**src/rtl/bit_serial_adder_pkg.sv**
```systemverilog
// Shared types and defaults for the bit-serial adder slice.
package bit_serial_adder_pkg;

    // Controller states; encodings kept identical to the legacy defines.
    typedef enum logic [1:0] {
        ST_IDLE  = 2'd0,
        ST_SHIFT = 2'd1,
        ST_DONE  = 2'd2
    } state_e;

    localparam int unsigned DEFAULT_WIDTH = 8;

endpackage

```
**src/rtl/bit_serial_adder_fa.sv**
```systemverilog
// Half-adder cell and the full-adder built from two of them.

module halfadder (
    output logic s,
    output logic c,
    input  logic x,
    input  logic y
);

    assign s = x ^ y;
    assign c = x & y;

endmodule

module full_adder (
    output logic s,
    output logic co,
    input  logic x,
    input  logic y,
    input  logic ci
);

    logic s1;
    logic c1;
    logic c2;
    logic nc1;
    logic nc2;

    halfadder u_ha0 (.s(s1), .c(c1), .x(x),  .y(y));
    halfadder u_ha1 (.s(s),  .c(c2), .x(s1), .y(ci));

    // OR of the two half-adder carries in NAND-only form: ~(~c1 & ~c2).
    assign nc1 = ~(c1 & c1);
    assign nc2 = ~(c2 & c2);
    assign co  = ~(nc1 & nc2);

endmodule

```
**src/rtl/bit_serial_adder.sv**
```systemverilog
// Multi-cycle adder: operands loaded in parallel, summed LSB-first one bit
// per clock through a single full-adder cell and a carry flop.

module bit_serial_adder
    import bit_serial_adder_pkg::*;
#(
    parameter int unsigned WIDTH = DEFAULT_WIDTH
) (
    input  logic             clk,
    input  logic             rst,
    input  logic             start,
    input  logic [WIDTH-1:0] a,
    input  logic [WIDTH-1:0] b,
    output logic             busy,
    output logic             done,
    output logic [WIDTH-1:0] sum,
    output logic             cout
);

    localparam int unsigned    CW   = $clog2(WIDTH);
    localparam logic [CW-1:0]  LAST = CW'(WIDTH - 1);

    state_e           state_q, state_d;
    logic [WIDTH-1:0] ra_q, ra_d;
    logic [WIDTH-1:0] rb_q, rb_d;
    logic [WIDTH-1:0] acc_q, acc_d;
    logic [WIDTH-1:0] sum_q, sum_d;
    logic [CW-1:0]    cnt_q, cnt_d;
    logic             carry_q, carry_d;
    logic             cout_q, cout_d;
    logic             busy_q, busy_d;
    logic             done_q, done_d;

    logic             fa_s;
    logic             fa_co;

    full_adder u_fa (
        .s  (fa_s),
        .co (fa_co),
        .x  (ra_q[0]),
        .y  (rb_q[0]),
        .ci (carry_q)
    );

    // State and datapath registers; reset aborts any operation in flight.
    always_ff @(posedge clk or posedge rst) begin
        if (rst) begin
            state_q <= ST_IDLE;
            ra_q    <= '0;
            rb_q    <= '0;
            acc_q   <= '0;
            sum_q   <= '0;
            cnt_q   <= '0;
            carry_q <= 1'b0;
            cout_q  <= 1'b0;
            busy_q  <= 1'b0;
            done_q  <= 1'b0;
        end else begin
            state_q <= state_d;
            ra_q    <= ra_d;
            rb_q    <= rb_d;
            acc_q   <= acc_d;
            sum_q   <= sum_d;
            cnt_q   <= cnt_d;
            carry_q <= carry_d;
            cout_q  <= cout_d;
            busy_q  <= busy_d;
            done_q  <= done_d;
        end
    end

    // Next-state and datapath updates; busy/done are computed one edge early
    // so they come straight out of flops.
    always_comb begin
        state_d = state_q;
        ra_d    = ra_q;
        rb_d    = rb_q;
        acc_d   = acc_q;
        sum_d   = sum_q;
        cnt_d   = cnt_q;
        carry_d = carry_q;
        cout_d  = cout_q;
        busy_d  = busy_q;
        done_d  = 1'b0;

        unique case (state_q)
            ST_IDLE: begin
                busy_d = 1'b0;
                if (start) begin
                    ra_d    = a;
                    rb_d    = b;
                    carry_d = 1'b0;
                    cnt_d   = '0;
                    busy_d  = 1'b1;
                    state_d = ST_SHIFT;
                end
            end

            ST_SHIFT: begin
                carry_d = fa_co;
                ra_d    = {1'b0, ra_q[WIDTH-1:1]};
                rb_d    = {1'b0, rb_q[WIDTH-1:1]};
                acc_d   = {fa_s, acc_q[WIDTH-1:1]};
                if (cnt_q == LAST) begin
                    sum_d   = {fa_s, acc_q[WIDTH-1:1]};
                    cout_d  = fa_co;
                    busy_d  = 1'b0;
                    done_d  = 1'b1;
                    state_d = ST_DONE;
                end else begin
                    cnt_d = cnt_q + CW'(1);
                end
            end

            ST_DONE: begin
                busy_d  = 1'b0;
                state_d = ST_IDLE;
            end

            default: begin
                busy_d  = 1'b0;
                state_d = ST_IDLE;
            end
        endcase
    end

    assign busy = busy_q;
    assign done = done_q;
    assign sum  = sum_q;
    assign cout = cout_q;

endmodule

```
**config.mk**
```make
export PLATFORM = sky130hd
export DESIGN_NAME = bit_serial_adder
export DESIGN_NICKNAME = d
export VERILOG_FILES = /design/src/rtl/bit_serial_adder_pkg.sv /design/src/rtl/bit_serial_adder_fa.sv /design/src/rtl/bit_serial_adder.sv
export SDC_FILE = /design/constraint.sdc
export NUM_CORES = 1
export LEC_CHECK = 0
export CAP_MARGIN = 40
export CORE_MARGIN = 2
export CORE_UTILIZATION = 40
export CTS_BUF_LIST = sky130_fd_sc_hd__clkbuf_4
export CTS_CLUSTER_SIZE = 24
export DETAILED_ROUTE_END_ITERATION = 16
export GPL_TIMING_DRIVEN = 1
export SETUP_SLACK_MARGIN = 0.4
export SLEW_MARGIN = 20
export SYNTH_ARGS = -nofsm -noshare
export SYNTH_HDL_FRONTEND = slang
export SYNTH_SLANG_ARGS = --single-unit
```
**constraint.sdc**
```tcl
create_clock -name clk -period 1.7 [get_ports clk]
set_clock_uncertainty 0.15 [all_clocks]
set_input_delay 0.34 -clock clk [delete_from_list [all_inputs] [get_ports clk]]
set_output_delay 0.34 -clock clk [all_outputs]
set_load 0.02 [all_outputs]
```
==> impl_metrics.yaml <==
synth:
  ys_seq_area_frac: 0.554
  synth.cell_area_mm2: 0.00181
  synth_top_area_frac: 0.554
  synth_nets: 189
  synth_ff_type: "dfrtp_1"
  async_reset_ff_frac: 1.00
  synth.area.top_cells: "dfrtp_1, nor3_1, mux2_4"
  synth_edf_count: 0
  syn_inst: 167
  synth_cell_types: 25
  avgSynthCellArea_um2: 10.8
  yosysTopAreaCell: "dfrtp_1"
  yosys_warnings: 0
  ys_ff_latch: 40
floorplan:
  start_util: 0.415
  core_area_mm2: 0.00435
  die-area_mm2: 0.00507
  rows: 24
  ios: 30
  die_w_um: 71.2
  die_h_um: 71.2
cts:
  clkTransAtPathRegs_ps: 120
  h-tree-depth: 2
  numCtsBuffers: 5
  cts-root-buf: "clkbuf_4"
  cts_tree: "yes"
  clk_latency_ps: 350
  clk_path_buf_depth: 2
  cts_sinks: 40
layout:
  fin_nets: 257
  fill_cells: 319
  layout-drive-gt1-share: 0.553
  seqCellArea_mm2: 0.00100
  n_antenna_cell: 0
  multiInputGateArea_mm2: 0.00108
  area_growth_syn_to_layout_pct: 69.4
grt:
  grt_max_degree: 29
  track_usage: 0.195
  overflow: 0
  antenna_found_initial: 0
  grt_pass1_vias: 1655
  grt_pass1_wl_um: 7680
detailed_routing:
  via_count: 1571
  dr.pass1.iters: 4
  antenna_left: 0
  routed_wl_um: 4790
  viasPerCell: 5.47
  drc: 0
  drt-wirelength-per-cell_um: 16.7
  drt_iter0_drc: 115
timing:
  setup_viol: 0
  hold_viol_final: 0
  min_period_over_period: 0.896
  rsz0062_at_grt: "yes"
  period_needed_ps: 1520
  fmax_mhz: 657
  finalSetupTns_ps: 0
  slew_violations: 0
  tightest_slew_ps: 316
  relSlewSlack: 0.789
power:
  p_sw_frac: 0.361
  power_frac_seq: 0.324
  leakage_nw: 1.31
  powerDensity_mw_per_mm2: 1930
  clockPowerShare: 0.130
  total_power_mw: 5.91
  power_frac_comb: 0.546
  p_switching_mw: 2.14
  peakVddDrop_uv: 1020
  p_int_mw: 3.77
worst_setup_path:
  crit_fanout: 7
  cp_cell_sequence: "ha_2 -> ha_4 -> nand2_8 -> inv_8 -> mux2_4"
  cp.required_ps: 1800
  worst_setup_path_end_kind: "flip-flop"
  start_kind: "flip-flop"
  worstSetupPathType: "reg -> reg"
  critPathSlowestCell: "dfrtp_1"
  worstPathArrival_ps: 1620
  worst_path_largest_cell_delay_ps: 390
placement:
  dp_hpwl_um: 2560
  gp_congestion: 0.770
  io_buffers: 29
run:
  drv_cap: 0
hold_path:
  hold_class: "in -> async"
run_status:
  status: "finished, final reports clean"
==> state kept, by name, indices dropped and copies added (netlist names) <==
name	flops
ra_q	8
rb_q	8
sum	8
acc_q	7
cnt_q	3
state_q	2
busy	1
carry_q	1
cout	1
done	1
==> power by group through the flow <==
stage	sequential, mW	combinational [mW]	clock (mW)
final	1.91	3.23	0.769
after global routing	1.96	3.47	0.828
after CTS	1.76	2.62	0.771
after detailed placement	1.77	1.75	0
after global placement	1.74	1.69	0
after floorplan	1.80	1.12	0
==> stage by stage <==
step	setup WS, ps	util	area, um2	hold WS [ps]	cells
floorplan	244	-	1830	169	167
global placement	65.7	0.507	2210	308	245
detailed placement	3.84	0.507	2210	319	245
CTS	189	0.623	2710	129	275
global route	122	0.703	3060	150	287
finish	177	0.703	3060	134	287
==> cell type report <==
| type | instances | area share |
|---|---|---|
| repair buffers | 72 | 0.257 |
| well taps | 52 | 0.0213 |
| inverters | 4 | 0.00859 |
| multi-input cells | 112 | 0.354 |
| clock inverters | 2 | 0.0196 |
| clock buffers | 5 | 0.0123 |
| flip-flops and latches | 40 | 0.328 |
==> critical path, delay by kind of cell, from the launching register on <==
kind                       cells  cell delay [ps]
DFF                            1              390
and+or+nand+nor                1               90
buffers and inverters          1               90
adders and majority gates      2              410
muxes                          1              300
==> placed cells by master (no fill, tap or decap), types with 2 or more instances in the layout <==
cell,instances
a21oi_2,2
a22o_1,6
buf_12,5
buf_16,4
buf_4,28
buf_6,16
bufinv_16,2
clkbuf_4,5
clkdlybuf4s50_1,18
dfrtp_1,38
dfrtp_2,2
inv_1,2
mux2_2,4
mux2_4,6
nand2_1,16
nand2_2,6
nand2_4,2
nand2b_4,3
nor2_1,5
nor3_1,13
nor3_2,15
nor3_4,2
o21ai_0,3
o22ai_2,7
o22ai_4,7
o32ai_2,4
==> logic make-up after synthesis <==
| logic type | Yosys count | share of synthesized area |
|---|---|---|
| AND/OR/NAND/NOR | 69 | 0.184 |
| flip-flops | 40 | 0.554 |
| AO/OA/AOI/OAI | 30 | 0.114 |
| buffers and inverters | 15 | 0.0485 |
| multiplexers | 10 | 0.0748 |
| adder cells (fa/ha/maj) | 3 | 0.0249 |
==> repair_timing <==
item | 4_1_cts | 5_1_grt
hold buffers | 0 | 0
hold endpoints to repair | 0 | 0
resized for setup | 97 | 49
gates cloned | 4 | 0
pin swaps | 13 | 25
buffers inserted | 19 | 12
endpoints found under the setup margin | 47 | 48
==> final timing paths <==
path / startpoint / to / slack, ps / cells past startpoint
setup / recovery: cnt_q[0] / sum[4] / 180 / 5
hold / removal: rst / acc_q[3] / 130 / 2
setup reg to reg: cnt_q[0] / sum[4] / 180 / 5
hold reg to reg: acc_q[5] / acc_q[5] / 370 / 2
max in group asynchronous: rst / state_q[1] / 830 / 3
min in group clk: acc_q[5] / acc_q[5] / 370 / 2
==> cell usage after synthesis, drive strengths merged (4+ instances only) <==
| cell type | instances |
|---|---|
| inv | 4 |
| clkbuf | 4 |
| a22o | 6 |
| o22ai | 14 |
| nand2b | 4 |
| o32ai | 4 |
| mux2 | 10 |
| nor3 | 30 |
| nand2 | 25 |
| nor2 | 6 |
| o21ai | 4 |
| buf | 7 |
| dfrtp | 40 |
==> per-layer routing <==
metal	global-route usage	wire, um
met3	0.0342	158
met5	0	0
met2	0.347	2600
met4	0.0713	67
met1	0.236	1960
No activity file was read; power rests on OpenSTA's default activity.
